## src/rtl/pwm_pkg.sv

```systemverilog
`default_nettype none
// ============================================================
// pwm_pkg -- state encoding and command-word layout shared by the
// PWM generator and capture blocks.  Rev 1.0
// ============================================================
package pwm_pkg;

  typedef enum logic [1:0] {
    ST_SYNC = 2'd0,
    ST_HIGH = 2'd1,
    ST_LOW  = 2'd2
  } pwm_state_e;

  localparam int          DIR_BIT  = 15;
  localparam int          DUTY_MSB = 14;
  localparam logic [14:0] DUTY_SAT = 15'h7FFF;

endpackage
`default_nettype wire

```

## src/rtl/sync_edge.sv

```systemverilog
`default_nettype none
// ============================================================
// sync_edge -- 2-flop synchronizer with rise/fall detection on the
// synchronized level.  Rev 1.0
// ============================================================
module sync_edge (
  input  logic clk,
  input  logic rst,
  input  logic din,
  output logic level,
  output logic rise,
  output logic fall
);

  logic       meta_q, meta_d;
  logic       lvl_q, lvl_d;
  logic       prev_q, prev_d;
  logic [2:0] prime_q, prime_d;

  always_comb begin
    meta_d  = din;
    lvl_d   = meta_q;
    prev_d  = lvl_q;
    prime_d = {prime_q[1:0], 1'b1};
  end

  always_ff @(posedge clk) begin
    if (rst) begin
      meta_q  <= 1'b0;
      lvl_q   <= 1'b0;
      prev_q  <= 1'b0;
      prime_q <= 3'b000;
    end else begin
      meta_q  <= meta_d;
      lvl_q   <= lvl_d;
      prev_q  <= prev_d;
      prime_q <= prime_d;
    end
  end

  // Edges are gated until the pipeline holds real samples, so a line that
  // is already high when reset releases does not look like a fresh rise.
  assign level = lvl_q;
  assign rise  = prime_q[2] & lvl_q & ~prev_q;
  assign fall  = prime_q[2] & ~lvl_q & prev_q;

endmodule
`default_nettype wire

```

## src/rtl/pwm_capture.sv

```systemverilog
`default_nettype none
// ============================================================
// pwm_capture -- measures PWM high time and period, rebuilds the
// {dir, duty} command word, flags static lines and glitches.  Rev 1.0
// ============================================================
module pwm_capture
  import pwm_pkg::*;
#(
  parameter int CNT_W       = 16,
  parameter int TIMEOUT_CYC = 4096,
  parameter int MIN_PERIOD  = 4
) (
  input  logic             clk,
  input  logic             rst,
  input  logic             spd_in,
  input  logic             dir_in,
  output logic [15:0]      data_out,
  output logic [CNT_W-1:0] period_out,
  output logic             valid,
  output logic             stale,
  output logic             glitch
);

  localparam int               IDLE_W    = $clog2(TIMEOUT_CYC + 1);
  localparam logic [IDLE_W-1:0] IDLE_LAST = IDLE_W'(TIMEOUT_CYC - 1);
  localparam logic [IDLE_W-1:0] IDLE_MAX  = IDLE_W'(TIMEOUT_CYC);
  localparam logic [IDLE_W-1:0] IDLE_ONE  = IDLE_W'(1);
  localparam logic [CNT_W-1:0]  CNT_ONE   = CNT_W'(1);
  localparam logic [CNT_W-1:0]  MIN_PER   = CNT_W'(MIN_PERIOD);

  logic spd_lvl, spd_rise, spd_fall;
  logic dir_lvl, unused_dir_rise, unused_dir_fall;

  sync_edge u_spd_sync (
    .clk   (clk),
    .rst   (rst),
    .din   (spd_in),
    .level (spd_lvl),
    .rise  (spd_rise),
    .fall  (spd_fall)
  );

  sync_edge u_dir_sync (
    .clk   (clk),
    .rst   (rst),
    .din   (dir_in),
    .level (dir_lvl),
    .rise  (unused_dir_rise),
    .fall  (unused_dir_fall)
  );

  pwm_state_e       state_q, state_d;
  logic [CNT_W-1:0] hi_cnt_q, hi_cnt_d;
  logic [CNT_W-1:0] per_cnt_q, per_cnt_d;
  logic [IDLE_W-1:0] idle_q, idle_d;
  logic             armed_q, armed_d;
  logic [15:0]      data_q, data_d;
  logic [CNT_W-1:0] period_q, period_d;
  logic             valid_q, valid_d;
  logic             glitch_q, glitch_d;
  logic             stale_q, stale_d;
  logic             timeout_hit;
  logic [31:0]      hi_wide;
  logic [DUTY_MSB:0] duty;

  function automatic logic [CNT_W-1:0] sat_inc(input logic [CNT_W-1:0] v);
    return (&v) ? v : v + CNT_ONE;
  endfunction

  assign hi_wide = 32'(hi_cnt_q);
  assign duty    = (hi_wide > 32'(DUTY_SAT)) ? DUTY_SAT : hi_wide[DUTY_MSB:0];

  always_comb begin
    state_d     = state_q;
    hi_cnt_d    = hi_cnt_q;
    per_cnt_d   = per_cnt_q;
    idle_d      = idle_q;
    armed_d     = armed_q;
    data_d      = data_q;
    period_d    = period_q;
    valid_d     = 1'b0;
    glitch_d    = 1'b0;
    stale_d     = stale_q;
    timeout_hit = 1'b0;

    // An edge always wins over a timeout landing in the same cycle.
    if (spd_rise || spd_fall) begin
      idle_d = '0;
    end else if (idle_q == IDLE_LAST) begin
      idle_d      = IDLE_MAX;
      timeout_hit = 1'b1;
    end else if (idle_q != IDLE_MAX) begin
      idle_d = idle_q + IDLE_ONE;
    end

    case (state_q)
      ST_SYNC: begin
        hi_cnt_d  = '0;
        per_cnt_d = '0;
        if (spd_rise) begin
          state_d   = ST_HIGH;
          hi_cnt_d  = CNT_ONE;
          per_cnt_d = CNT_ONE;
        end
      end
      ST_HIGH: begin
        per_cnt_d = sat_inc(per_cnt_q);
        if (spd_fall) begin
          state_d = ST_LOW;
        end else begin
          hi_cnt_d = sat_inc(hi_cnt_q);
        end
      end
      ST_LOW: begin
        if (spd_rise) begin
          if (per_cnt_q >= MIN_PER) begin
            data_d[DIR_BIT]      = dir_lvl;
            data_d[DUTY_MSB:0]   = duty;
            period_d             = per_cnt_q;
            valid_d              = 1'b1;
            stale_d              = 1'b0;
            armed_d              = 1'b1;
          end else begin
            glitch_d = 1'b1;
          end
          state_d   = ST_HIGH;
          hi_cnt_d  = CNT_ONE;
          per_cnt_d = CNT_ONE;
        end else begin
          per_cnt_d = sat_inc(per_cnt_q);
        end
      end
      default: state_d = ST_SYNC;
    endcase

    // A static line always resynchronizes, but reports only once per
    // published period so a dead line does not keep strobing valid.
    if (timeout_hit) begin
      state_d   = ST_SYNC;
      hi_cnt_d  = '0;
      per_cnt_d = '0;
      stale_d   = 1'b1;
      if (armed_q) begin
        data_d[DIR_BIT]    = dir_lvl;
        data_d[DUTY_MSB:0] = spd_lvl ? DUTY_SAT : '0;
        period_d           = '0;
        valid_d            = 1'b1;
        armed_d            = 1'b0;
      end
    end
  end

  always_ff @(posedge clk) begin
    if (rst) begin
      state_q   <= ST_SYNC;
      hi_cnt_q  <= '0;
      per_cnt_q <= '0;
      idle_q    <= '0;
      armed_q   <= 1'b0;
      data_q    <= '0;
      period_q  <= '0;
      valid_q   <= 1'b0;
      glitch_q  <= 1'b0;
      stale_q   <= 1'b1;
    end else begin
      state_q   <= state_d;
      hi_cnt_q  <= hi_cnt_d;
      per_cnt_q <= per_cnt_d;
      idle_q    <= idle_d;
      armed_q   <= armed_d;
      data_q    <= data_d;
      period_q  <= period_d;
      valid_q   <= valid_d;
      glitch_q  <= glitch_d;
      stale_q   <= stale_d;
    end
  end

  assign data_out   = data_q;
  assign period_out = period_q;
  assign valid      = valid_q;
  assign glitch     = glitch_q;
  assign stale      = stale_q;

endmodule
`default_nettype wire

```

## config.mk

```make
export PLATFORM = sky130hd
export DESIGN_NAME = pwm_capture
export DESIGN_NICKNAME = d
export VERILOG_FILES = /design/src/rtl/pwm_pkg.sv /design/src/rtl/sync_edge.sv /design/src/rtl/pwm_capture.sv
export SDC_FILE = /design/constraint.sdc
export NUM_CORES = 1
export LEC_CHECK = 0
export BUFFER_PORTS_ARGS = -buffer_cell sky130_fd_sc_hd__buf_4
export CORE_AREA = 2 2 125 127
export DETAILED_ROUTE_END_ITERATION = 8
export DIE_AREA = 0 0 127 129
export PLACE_DENSITY = 0.46
export SYNTH_ARGS = -nofsm -noshare
export SYNTH_HDL_FRONTEND = slang
export SYNTH_HIERARCHICAL = 1
export SYNTH_SLANG_ARGS = --single-unit
```

## constraint.sdc

```tcl
create_clock -name clk -period 5.6 [get_ports clk]
set_input_delay 0.28 -clock clk [delete_from_list [all_inputs] [get_ports clk]]
set_output_delay 0.28 -clock clk [all_outputs]
set_load 0.01 [all_outputs]
```

==> flow_metrics.env <==
export IMPL_p_leak_nw=1.77
export IMPL_totalWireLength_microns=11000
export IMPL_cts_resized=0
export IMPL_seq_power_share=0.485
export IMPL_tns_ps=0
export IMPL_place_area_sq_mm=0.00469
export IMPL_crit_type="reg -> reg"
export IMPL_finalHoldViolCount=0
export IMPL_wire_per_inst_microns=15.0
export IMPL_crit_required_ps=5840
export IMPL_area_growth_syn_to_layout_pct=16.8
export IMPL_cts_tree="built"
export IMPL_grt_max_degree=34
export IMPL_clk_pin_slew_worst_paths_ps=60
export IMPL_syn_avg_cell_area_sq_um=8.20
export IMPL_port_buffers=38
export IMPL_post_place_ws_ps=3170
export IMPL_clock_path_buffers=2
export IMPL_n_fill_cell=1571
export IMPL_fin_area_sq_mm=0.00502
export IMPL_gr_total_overflow=0
export IMPL_grt_met2_usage=0.207
export IMPL_drive_gt1_frac=0.127
export IMPL_power_density_mw_per_mm2=269
export IMPL_ios=39
export IMPL_fin_util=0.335
export IMPL_track_usage=0.141
export IMPL_ir_drop_v=0.000130
export IMPL_yosysWarnings=6
export IMPL_switching_share=0.203
export IMPL_vias=3863
export IMPL_rsz0062_at_grt="false"
export IMPL_dr_pass1_iters=5
export IMPL_drc=0
export IMPL_combPwrFrac=0.020
export IMPL_fin_crit_ps=2440
export IMPL_busiest_layer="met2"
export IMPL_finClkSkew_ps=6.09
export IMPL_worst_pin_slew_ps=981
export IMPL_die_x_microns=127
export IMPL_core_sq_mm=0.0150
export IMPL_syn_nets=537
export IMPL_drtIter0Drc=230
export IMPL_use_met1=0.197
export IMPL_min_period_over_period=0.436
export IMPL_slew_headroom=0.346
export IMPL_setup_violations=0
export IMPL_first_global_vias=3710
export IMPL_antenna_found_initial=0
export IMPL_maxCapViolCount=0
export IMPL_dieArea_sq_mm=0.0164
export IMPL_syn_area_sq_mm=0.00430
export IMPL_die_y_microns=129
export IMPL_ctsHoldBuffers=0
export IMPL_use_met3=0.0374
export IMPL_antenna_cells=0
export IMPL_hold_class="in -> reg"
export IMPL_grt_first_pass_wirelength_microns=18600
export IMPL_dp_hpwl_microns=7700
export IMPL_cts_sinks=91
export IMPL_layout_common_cells="dfxtp_1 (91), nand2_1 (62), nor2_1 (55), buf_4 (43), a21oi_1 (40)"
export IMPL_nNetsFinal=552
export IMPL_viasPerCell=5.28
export IMPL_worstPathArrival_ps=2680
export IMPL_crit_path_end_kind="flip-flop"
export IMPL_fmax_mhz=409
export IMPL_h_tree_depth=3
export IMPL_cp_start_kind="flip-flop"
export IMPL_totalPowerFinal_mw=1.35
export IMPL_ant_nets=0
export IMPL_post_cts_setup_buffers=0
export IMPL_internal_power_mw=1.08
export IMPL_syn_inst=524
export IMPL_row_count=45
export IMPL_status="complete, no violations"
export IMPL_path_max_fanout=12
export IMPL_numCtsBuffers=9
export IMPL_p_clk_frac=0.494
export IMPL_p_sw_uw=274
export IMPL_gp_congestion=0.817
export IMPL_fin_ws_ps=3160
export IMPL_layout_commonest_cell="dfxtp_1"
export IMPL_maxSlewViolCount=0
export IMPL_clock_latency_ps=350
export IMPL_root_buffer="clkbuf_16"
export IMPL_start_util=0.287
sequential cells by signal, indices dropped and copies added, names as in the netlist:
name                cells
armed_q                 1
data_out               16
glitch                  1
hi_cnt_q               16
idle_q                 13
per_cnt_q              16
period_out             16
stale                   1
state_q                 2
u_dir_sync/level        1
u_dir_sync/lvl_d        1
u_spd_sync/level        1
u_spd_sync/lvl_d        1
u_spd_sync/prev_q       1
u_spd_sync/prime_q      3
valid                   1
area by class of cell:
type | count | area (sq um) | share of cell area
multi-input combinational | 384 | 2270 | 0.453
tap | 188 | 235 | 0.0469
sequential | 91 | 1820 | 0.363
inverter | 10 | 37.5 | 0.00748
clock inverter | 4 | 72.6 | 0.0145
clock buffer | 12 | 256 | 0.0511
timing repair buffer | 43 | 323 | 0.0643
power groups by stage:
stage	clock (mW)	sequential [mW]	combinational (mW)
final	0.668	0.655	0.0272
after global routing	0.713	0.656	0.0312
after CTS	0.691	0.655	0.0278
after detailed placement	0	0.670	0.0277
after global placement	0	0.670	0.0280
after floorplan	0	0.669	0.0205
per-stage QoR:
step | std cells | hold slack, ps
4_1_cts | 732 | 126
6_report | 732 | 141
3_3_place_gp | 716 | 417
3_5_place_dp | 716 | 424
5_1_grt | 732 | 131
2_1_floorplan | 524 | 337
routing by layer:
metal / vias to the layer above / part of all wire
li1: 1937 / -
met1: 1818 / 0.51
met2: 98 / 0.42
met3: 10 / 0.049
met4: 0 / 0.013
met5: - / 0
worst paths after layout:
kind,startpoint,to,slack (ps),depth (start not counted)
worst min-delay path,spd_in,u_spd_sync/lvl_d$_SDFF_PP0_,140,2
worst max register to register,u_spd_sync/level$_SDFF_PP0_,hi_cnt_q[5]$_SDFFE_PP0P_,3160,6
worst min register to register,u_dir_sync/lvl_d$_SDFF_PP0_,u_dir_sync/level$_SDFF_PP0_,430,1
worst max-delay path,u_spd_sync/level$_SDFF_PP0_,hi_cnt_q[5]$_SDFFE_PP0P_,3160,6
critical path, cell delays in order (launching register included):
cell,delay [ps]
dfxtp_1,350
and3b_1,430
and2b_1,280
a211o_1,370
a21oi_2,500
nand2_1,130
a32o_1,270
No activity file was read; power rests on OpenSTA's default activity.
